`config.mk`:
```
export PLATFORM = sky130hd
export DESIGN_NAME = instruction_fetch
export DESIGN_NICKNAME = d
export VERILOG_FILES = /design/src/rtl/rv32_pkg.sv /design/src/rtl/fetch_fifo.sv /design/src/rtl/instruction_fetch.sv
export SDC_FILE = /design/constraint.sdc
export NUM_CORES = 1
export LEC_CHECK = 0
export BUFFER_PORTS_ARGS = -buffer_cell sky130_fd_sc_hd__clkbuf_2
export CAP_MARGIN = 15
export CORE_AREA = 5 5 131 133
export DETAILED_ROUTE_END_ITERATION = 10
export DIE_AREA = 0 0 136 138
export PLACE_DENSITY = 0.77
export SETUP_SLACK_MARGIN = 0.1
export SLEW_MARGIN = 25
export SYNTH_ARGS = -nofsm -noshare
export SYNTH_HDL_FRONTEND = slang
export SYNTH_SLANG_ARGS = --single-unit
```
`constraint.sdc`:
```
create_clock -name i_clk -period 3.8 [get_ports i_clk]
set_clock_uncertainty 0.2 [all_clocks]
set_input_delay 0 -clock i_clk [delete_from_list [all_inputs] [get_ports i_clk]]
set_output_delay 0 -clock i_clk [all_outputs]
set_load 0.1 [all_outputs]
```
`src/rtl/rv32_pkg.sv`:
```
// Shared RV32 front-end definitions: data width, NOP encoding, fetch FSM states
// and the {pc, inst} entry carried by the fetch FIFO.
package rv32_pkg;

  localparam int XLEN = 32;
  localparam logic [XLEN-1:0] INST_NOP = 32'h0000_0013;

  // IDLE: nothing in flight | REQ: waiting for grant | RESP: waiting for rvalid | HALT: fault trap
  typedef enum logic [1:0] {
    ST_IDLE = 2'd0,
    ST_REQ  = 2'd1,
    ST_RESP = 2'd2,
    ST_HALT = 2'd3
  } fetch_state_t;

  typedef struct packed {
    logic [XLEN-1:0] pc;
    logic [XLEN-1:0] inst;
  } fetch_entry_t;

endpackage

```
`src/rtl/fetch_fifo.sv`:
```
// Two-entry fetch buffer with a registered head; the head register keeps the last
// popped entry when the buffer drains so the consumer's pc output holds steady.
module fetch_fifo
  import rv32_pkg::*;
(
  input  logic         i_clk,
  input  logic         i_reset,
  input  logic         i_flush,
  input  logic         i_push,
  input  fetch_entry_t i_push_data,
  input  logic         i_pop,
  output logic [1:0]   o_count,
  output fetch_entry_t o_head
);

  fetch_entry_t r_head;
  fetch_entry_t r_tail;
  logic [1:0]   r_count;
  logic         w_push;
  logic         w_pop;

  assign w_pop  = i_pop && (r_count != 2'd0);
  assign w_push = i_push && ((r_count != 2'd2) || w_pop);

  always_ff @(posedge i_clk) begin
    if (i_reset) begin
      r_count <= 2'd0;
      r_head  <= {{XLEN{1'b0}}, INST_NOP};
      r_tail  <= '0;
    end else if (i_flush) begin
      r_count <= 2'd0;
    end else begin
      case ({w_push, w_pop})
        2'b10: begin
          if (r_count == 2'd0) r_head <= i_push_data;
          else                 r_tail <= i_push_data;
          r_count <= r_count + 2'd1;
        end
        2'b01: begin
          if (r_count == 2'd2) r_head <= r_tail;
          r_count <= r_count - 2'd1;
        end
        2'b11: begin
          if (r_count == 2'd2) begin
            r_head <= r_tail;
            r_tail <= i_push_data;
          end else begin
            r_head <= i_push_data;
          end
        end
        default: ;
      endcase
    end
  end

  assign o_count = r_count;
  assign o_head  = r_head;

endmodule

```
`src/rtl/instruction_fetch.sv`:
```
// Fetch stage: program counter, single-outstanding imem handshake, 2-entry output buffer.
// FETCH_MISALIGN_CHECK_EN: misaligned redirect targets raise fetch_fault and park in HALT.
module instruction_fetch
  import rv32_pkg::*;
#(
  parameter logic [XLEN-1:0] RESET_PC = 32'h0000_0000
) (
  input  logic            i_clk,
  input  logic            i_reset,
  output logic            o_imem_req,
  output logic [XLEN-1:0] o_imem_addr,
  input  logic            i_imem_gnt,
  input  logic            i_imem_rvalid,
  input  logic [XLEN-1:0] i_imem_rdata,
  input  logic            i_redirect,
  input  logic [XLEN-1:0] i_redirect_pc,
  output logic            o_inst_valid,
  input  logic            i_inst_ready,
  output logic [XLEN-1:0] o_inst,
  output logic [XLEN-1:0] o_inst_pc,
  output logic            o_fetch_fault
);

  fetch_state_t    r_state;
  fetch_state_t    w_state_next;
  logic [XLEN-1:0] r_pc;
  logic [XLEN-1:0] w_pc_next;
  logic [XLEN-1:0] r_rsp_pc;
  logic [XLEN-1:0] w_rsp_pc_next;
  logic            r_discard;
  logic            w_discard_next;
  logic            w_misalign;
  logic [XLEN-1:0] w_target;
  logic            w_valid;
  logic            w_push;
  logic            w_pop;
  logic            w_busy_next;
  logic            w_can_issue;
  logic            w_req_early;
  logic            w_grant;
  logic [1:0]      w_count;
  logic [2:0]      w_occ_next;
  fetch_entry_t    w_head;
  fetch_entry_t    w_push_data;

`ifdef FETCH_MISALIGN_CHECK_EN
  logic r_fault;

  assign w_misalign = i_redirect && (i_redirect_pc[1:0] != 2'b00);
  assign w_target   = i_redirect_pc;

  always_ff @(posedge i_clk) begin
    if (i_reset)         r_fault <= 1'b0;
    else if (i_redirect) r_fault <= w_misalign;
  end

  assign o_fetch_fault = r_fault;
`else
  assign w_misalign    = 1'b0;
  assign w_target      = i_redirect_pc & ~(XLEN'(3));
  assign o_fetch_fault = 1'b0;
`endif

  assign w_valid     = (w_count != 2'd0);
  assign w_pop       = w_valid && i_inst_ready;
  assign w_push      = (r_state == ST_RESP) && i_imem_rvalid && !r_discard && !i_redirect;
  assign w_push_data = {r_rsp_pc, i_imem_rdata};
  assign w_occ_next  = i_redirect ? 3'd0
                     : ({1'b0, w_count} + {2'b00, w_push} - {2'b00, w_pop});

  // Whether a response is still owed to us after this edge, before any new issue.
  always_comb begin
    w_busy_next = 1'b0;
    case (r_state)
      ST_REQ:  w_busy_next = i_imem_gnt;
      ST_RESP: w_busy_next = !i_imem_rvalid;
      default: w_busy_next = r_discard && !i_imem_rvalid;
    endcase
  end

  assign w_can_issue = !w_busy_next && (w_occ_next <= 3'd1);
  // Back-to-back issue in the response cycle is what allows one instruction per cycle.
  assign w_req_early = (r_state == ST_RESP) && i_imem_rvalid && !i_redirect && w_can_issue;
  assign o_imem_req  = (r_state == ST_REQ) || w_req_early;
  assign o_imem_addr = r_pc;
  assign w_grant     = o_imem_req && i_imem_gnt;

  always_comb begin
    w_state_next   = r_state;
    w_pc_next      = r_pc;
    w_rsp_pc_next  = r_rsp_pc;
    w_discard_next = i_imem_rvalid ? 1'b0 : r_discard;
    if (i_redirect) begin
      w_discard_next = w_busy_next;
      if (w_misalign) begin
        w_state_next = ST_HALT;
      end else begin
        w_pc_next    = w_target;
        w_state_next = w_busy_next ? ST_RESP : ST_REQ;
      end
    end else begin
      if (w_grant) begin
        w_pc_next     = r_pc + XLEN'(4);
        w_rsp_pc_next = r_pc;
      end
      case (r_state)
        ST_IDLE: if (w_can_issue) w_state_next = ST_REQ;
        ST_REQ:  if (i_imem_gnt) w_state_next = ST_RESP;
        ST_RESP: begin
          if (i_imem_rvalid) begin
            if (w_req_early) w_state_next = i_imem_gnt ? ST_RESP : ST_REQ;
            else             w_state_next = ST_IDLE;
          end
        end
        default: ;
      endcase
    end
  end

  always_ff @(posedge i_clk) begin
    if (i_reset) begin
      r_state   <= ST_IDLE;
      r_pc      <= RESET_PC;
      r_rsp_pc  <= RESET_PC;
      r_discard <= (r_state == ST_RESP);
    end else begin
      r_state   <= w_state_next;
      r_pc      <= w_pc_next;
      r_rsp_pc  <= w_rsp_pc_next;
      r_discard <= w_discard_next;
    end
  end

  fetch_fifo u_fifo (
    .i_clk       (i_clk),
    .i_reset     (i_reset),
    .i_flush     (i_redirect),
    .i_push      (w_push),
    .i_push_data (w_push_data),
    .i_pop       (w_pop),
    .o_count     (w_count),
    .o_head      (w_head)
  );

  assign o_inst_valid = w_valid;
  assign o_inst       = w_valid ? w_head.inst : INST_NOP;
  assign o_inst_pc    = w_head.pc;

endmodule

```
==> results of run 1 <==
[layout by cell type (no fill, tap or decap), types with 7 or more instances in the layout]
master / count
buf_12: 7
nor4_1: 8
clkbuf_2: 159
a211oi_1: 72
clkbuf_16: 18
dfxtp_1: 188
a22oi_1: 59
nand4_1: 8
and2_1: 31
nand2b_1: 8
buf_4: 17
a21oi_1: 66
nor3_1: 11
xor2_1: 9
xnor2_1: 7
nor2_1: 129
ha_1: 7
dlygate4sd3_1: 80
mux2i_1: 32
nand3_1: 19
inv_1: 13
o21ai_0: 7
nand2_1: 138
[per-stage QoR]
step	power [mW]	hold WS [ns]
after floorplan	3.11	-0.0640
after global placement	3.34	0.0393
after detailed placement	3.35	0.0441
after CTS	5.12	0.141
after global routing	5.39	0.172
final	5.19	0.156
[path summary, 6_finish.rpt]
path	startpoint	endpoint	slack (ns)	depth (start not counted)
min reg2reg	u_fifo.r_tail[55]	u_fifo.r_tail[55]	0.25	2
min	i_imem_rdata[13]	u_fifo.r_tail[13]	0.16	4
max	r_state[0]	o_imem_addr[22]	0.21	11
max reg2reg	r_state[0]	o_imem_addr[22]	0.21	11
[area by class of cell]
cell class | count | share of cell area
clock inverters | 13 | 0.0111
flip-flops and latches | 189 | 0.352
clock buffers | 19 | 0.0420
multi-input cells | 698 | 0.388
inverters | 14 | 0.00488
repair buffers | 265 | 0.176
well taps | 216 | 0.0251
[critical path: cells and delay by family, from the launching register on]
family	cells	cell delay [ns]
adder cells (fa/ha/maj)	4	1.26
AND/OR/NAND/NOR	3	1.03
AO/OA/AOI/OAI	2	0.49
flip-flops	1	0.32
buffers and inverters	2	0.12
[per-layer routing]
layer  vias up  GRT usage  share of wire
met2       286      0.405           0.49
met4         0     0.0981          0.027
met1      3690      0.323           0.42
li1       3878          -              -
met5         -          0              0
met3        51     0.0425          0.064
[sequential cells by signal, summed over array words and instances (netlist names)]
name,flops
o_imem_addr,30
r_discard,1
r_rsp_pc,30
r_state,2
u_fifo.o_count,2
u_fifo.o_head,62
u_fifo.r_tail,62
[repair_timing]
action,CTS,global route
pin swaps,1,1
hold buffers,80,0
endpoints found under the setup margin,11,53
resized for setup,1,7
cloned,0,2
endpoints found under the hold margin,138,0
buffers inserted,0,4
[power breakdown]
part / internal, mW / switching, mW / total [mW]
sequential: 2.08 / 0.0941 / 2.18
clock: 0.902 / 0.828 / 1.73
combinational: 0.412 / 0.868 / 1.28
total: 3.40 / 1.79 / 5.19
[cells by family after synthesis]
kind of cell               Yosys count  synth area share
muxes                               32            0.0374
buffers and inverters              131            0.0770
other                                1          0.000438
xor gates and xnor gates            17            0.0174
and+or+nand+nor                    397             0.217
AOI/OAI and AO/OA                  237             0.195
adders and majority gates            9            0.0140
DFF                                189             0.443
==> metrics, run 1 <==
Final Cell Area 10,800 um^2; Max Slew Vio Count 0; nets 1,264; most frequent cell after synthesis dfxtp_1; CTS tree done; final number of hold-violating endpoints 0; Synth Flop Type dfxtp_1; fin cells 1,414; vias in the first global route 7,371; pin count of the biggest net entering global routing 124; port buffer count 161; antenna violations before repair 0; P_leak 3.99 nW; grt total ovfl 0; area occupied by multi-input gates 4180 um^2; Area Growth Syn to Fin 25.7%; Fillers 1,228; I/O pin count 169; top cells by area, synth dfxtp_1, a211oi_1, nand2_1, nor2_1, a22oi_1; Initial Util 0.545; sequential cell area 3790 um^2; max-cap check violation count 0; Worst Max-Slew Pin Slew 0.920 ns; Critical-path top delay cell or4_1; dpl cells 1,296; clock sink count 189; initial DRC count 639; H-tree depth 4; setup violators final 0; Distinct cells, synth 59; Die Ht 138 um; Worst path max stage delay 0.59 ns; Worst Path Arrival 3.66 ns; status completed; First-pass DRT Iterations 6; crit-path max FO 7; Post-DP Area 9310 um^2; Yosys top cell area share 0.439; Final TNS setup 0 ns; share of layout cells above drive strength 1 0.197; Seq/Total Area, Yosys 0.443; cell taking the most area after synthesis dfxtp_1; FP Rows 46; drt total wl 23,800 um; Root Driver clkbuf_16; DP HPWL 14,700 um; Peak VDD IR 0.000312 V; worst-skew pair later-pin latency 0.43 ns; clk slew on worst S/H paths 0.07 ns; normalized max-slew margin 0.387; Util after Layout 0.686; post-layout min period 3.59 ns; WP data required 3.88 ns; Setup CP Type flop to flop; drt drc 0; Hold Crit Class input pin to flop; CP startpoint kind flop; crit share post-route 0.944; Antenna Cells 0; pre-CTS WS 0.105 ns; Total GRT Usage 0.247; register bit total from synthesis 189; pwr/cell area 481 nW/um^2; Die X 136 um; Vias/cell 5.59; Fmax 0.279 GHz; Routed Antenna Nets 0; first-pass GRT wire length 38,200 um; GPL Wtd Cong 0.833; CP cell instances inv_1 > ha_2 > nand4bb_1 > ha_1 > inv_1 > ha_1 > fa_1 > o31a_1 > or4_1 > nor3b_1 > a2111oi_2; Num CTS Buffers 17; clk buf depth 2; via count 7,905; most frequent cells after synthesis dfxtp_1, nand2_1, nor2_1; crit path setup slack, layout 0.211 ns; Syn Inst Count 1,013; YS warnings 0; die area 18,800 um^2; post-DR wirelength/cell 16.8 um; crit end category flop; EDFF count, synth 1; Post-Syn Area 8570 um^2; Async S/R FF share, synth 0; core box area 15,700 um^2; mean area per synthesized cell 8.46 um^2; RSZ-0062 raised after global routing yes
No activity file was read; power rests on OpenSTA's default activity.
==> run 2: changes to the inputs <==
--- a/config.mk
+++ b/config.mk
@@ -11,6 +11,7 @@
 export DETAILED_ROUTE_END_ITERATION = 10
 export DIE_AREA = 0 0 136 138
 export PLACE_DENSITY = 0.77
+export RECOVER_POWER = 100
 export SETUP_SLACK_MARGIN = 0.1
 export SLEW_MARGIN = 25
 export SYNTH_ARGS = -nofsm -noshare
==> metrics, run 2 (synthesis gave the netlist of run 1 again) <==
antenna violations before repair 0; crit share post-route 0.951; most common cell after layout, fill and taps aside dfxtp_1; Peak VDD IR 0.000307 V; dpl cells 1,296; Fmax 0.277 GHz; nets 1,264; Final Cell Area 10,600 um^2; CP Buf/Inv Count 4; Critical-path top delay cell fa_1; H-tree depth 4; First-pass DRT Iterations 5; worst hold margin 0.159 ns; DP HPWL 14,700 um; final number of hold-violating endpoints 0; R2R Setup Slk 0.19 ns; Levels on crit path 13; clk slew on worst S/H paths 0.07 ns; crit-path leading delay family adder cells; Design Power 5.15 mW; Total GRT Usage 0.247; Vias/cell 5.63; most frequent cells in the layout dfxtp_1, nand2_1, nor2_1, clkbuf_1, dlygate4sd3_1; via count 7,956; max-cap check violation count 0; initial DRC count 673; Worst Path Arrival 3.69 ns; fin cells 1,414; drt drc 0; status completed; Post-DP Area 9310 um^2; post-DR wirelength/cell 16.9 um; setup violators final 0; Die X 136 um; CTS tree done; Worst Max-Slew Pin Slew 1.28 ns; crit-path max FO 15; hold path startpoint i_imem_rdata[13]; Root Driver clkbuf_16; CP cell instances inv_1 > ha_2 > nand4bb_1 > ha_1 > inv_1 > ha_1 > fa_1 > o31a_1 > inv_2 > and3_1 > clkbuf_16 > mux2i_1 > nor2_1; Area Growth Syn to Fin 24.0%; post-layout min period 3.61 ns; GPL Wtd Cong 0.833; Final TNS setup 0 ns; pre-CTS WS 0.105 ns; Antenna Cells 0; crit path setup slack, layout 0.187 ns; Util after Layout 0.676; normalized max-slew margin 0.143; Fillers 1,269; Routed Antenna Nets 0; cell count of the worst hold path 4; Setup CP Type flop to flop; pwr/cell area 484 nW/um^2; Die Ht 138 um; Num CTS Buffers 17; I/O pin count 169; pin count of the biggest net entering global routing 124; vias in the first global route 7,371; Hold Crit Class input pin to flop; drt total wl 23,900 um; share of layout cells above drive strength 1 0.114; die area 18,800 um^2; RSZ-0062 raised after global routing yes; core box area 15,700 um^2; worst-skew pair later-pin latency 0.43 ns; clock sink count 189; CP startpoint kind flop; grt total ovfl 0; P_leak 3.67 nW; Max Slew Vio Count 0; FP Rows 46; port buffer count 161; Crit Reg-Reg Startpoint r_state[0]; Initial Util 0.545; Worst path max stage delay 0.53 ns; crit end category flop; first-pass GRT wire length 38,200 um; R2R depth 13; Min-Delay Endpoint u_fifo.r_tail[13]; WP data required 3.88 ns; clk buf depth 2; RR Endpoint r_rsp_pc[10]
## run 2: changes by cell type in the layout (fill, tap and decap cells not counted), moves of 3 or more
cell / previous run / this run
clkbuf_1: 0 / 95
clkbuf_2: 159 / 66
buf_4: 17 / 12
clkbuf_4: 0 / 3
## run 2: worst max-delay path by stage
stage	end	slack, ns	from
final	r_rsp_pc[10]	0.19	r_state[0]
after global placement	r_rsp_pc[19]	0.24	r_state[0]
after floorplan	o_imem_addr[9]	0.21	r_state[0]
after global routing	o_imem_addr[24]	0.04	r_state[0]
after CTS	o_imem_addr[22]	0.11	r_state[0]
after detailed placement	r_rsp_pc[29]	0.11	r_state[0]
## run 2: worst reg2reg max path, cell delays in order (launching register included)
cell and delay, ns:
dfxtp_1 0.32, inv_1 0.08, ha_2 0.25, nand4bb_1 0.16, ha_1 0.31, inv_1 0.04
ha_1 0.18, fa_1 0.53, o31a_1 0.42, inv_2 0.16, and3_1 0.31, clkbuf_16 0.25
mux2i_1 0.20, nor2_1 0.06
## run 2: per-layer routing
layer | vias up | GRT usage | wire (um)
met2 | 300 | 0.405 | 11600
met3 | 55 | 0.0425 | 1450
met4 | 0 | 0.0981 | 705
li1 | 3874 | - | -
met1 | 3727 | 0.323 | 10200
met5 | - | 0 | 0
## run 2: timing repair
item / CTS / global route
buffers inserted: 0 / 4
cloned: 0 / 2
endpoints found under the setup margin: 11 / 53
pin swaps: 1 / 1
hold endpoints to repair: 138 / 0
resized for setup: 1 / 7
hold buffers: 80 / 0
## run 2: power by group
part	total (mW)	internal [mW]	switching, mW
sequential	2.18	2.08	0.0939
clock	1.73	0.902	0.827
combinational	1.24	0.374	0.866
## run 2: final cells by class
type                    count  area (um^2)  area share
flip-flops and latches    189         3790       0.357
clock buffers              19          453      0.0426
repair buffers            265         1760       0.166
multi-input cells         698         4170       0.393
well taps                 216          270      0.0254
clock inverters            13          120      0.0113
inverters                  14         52.6     0.00495
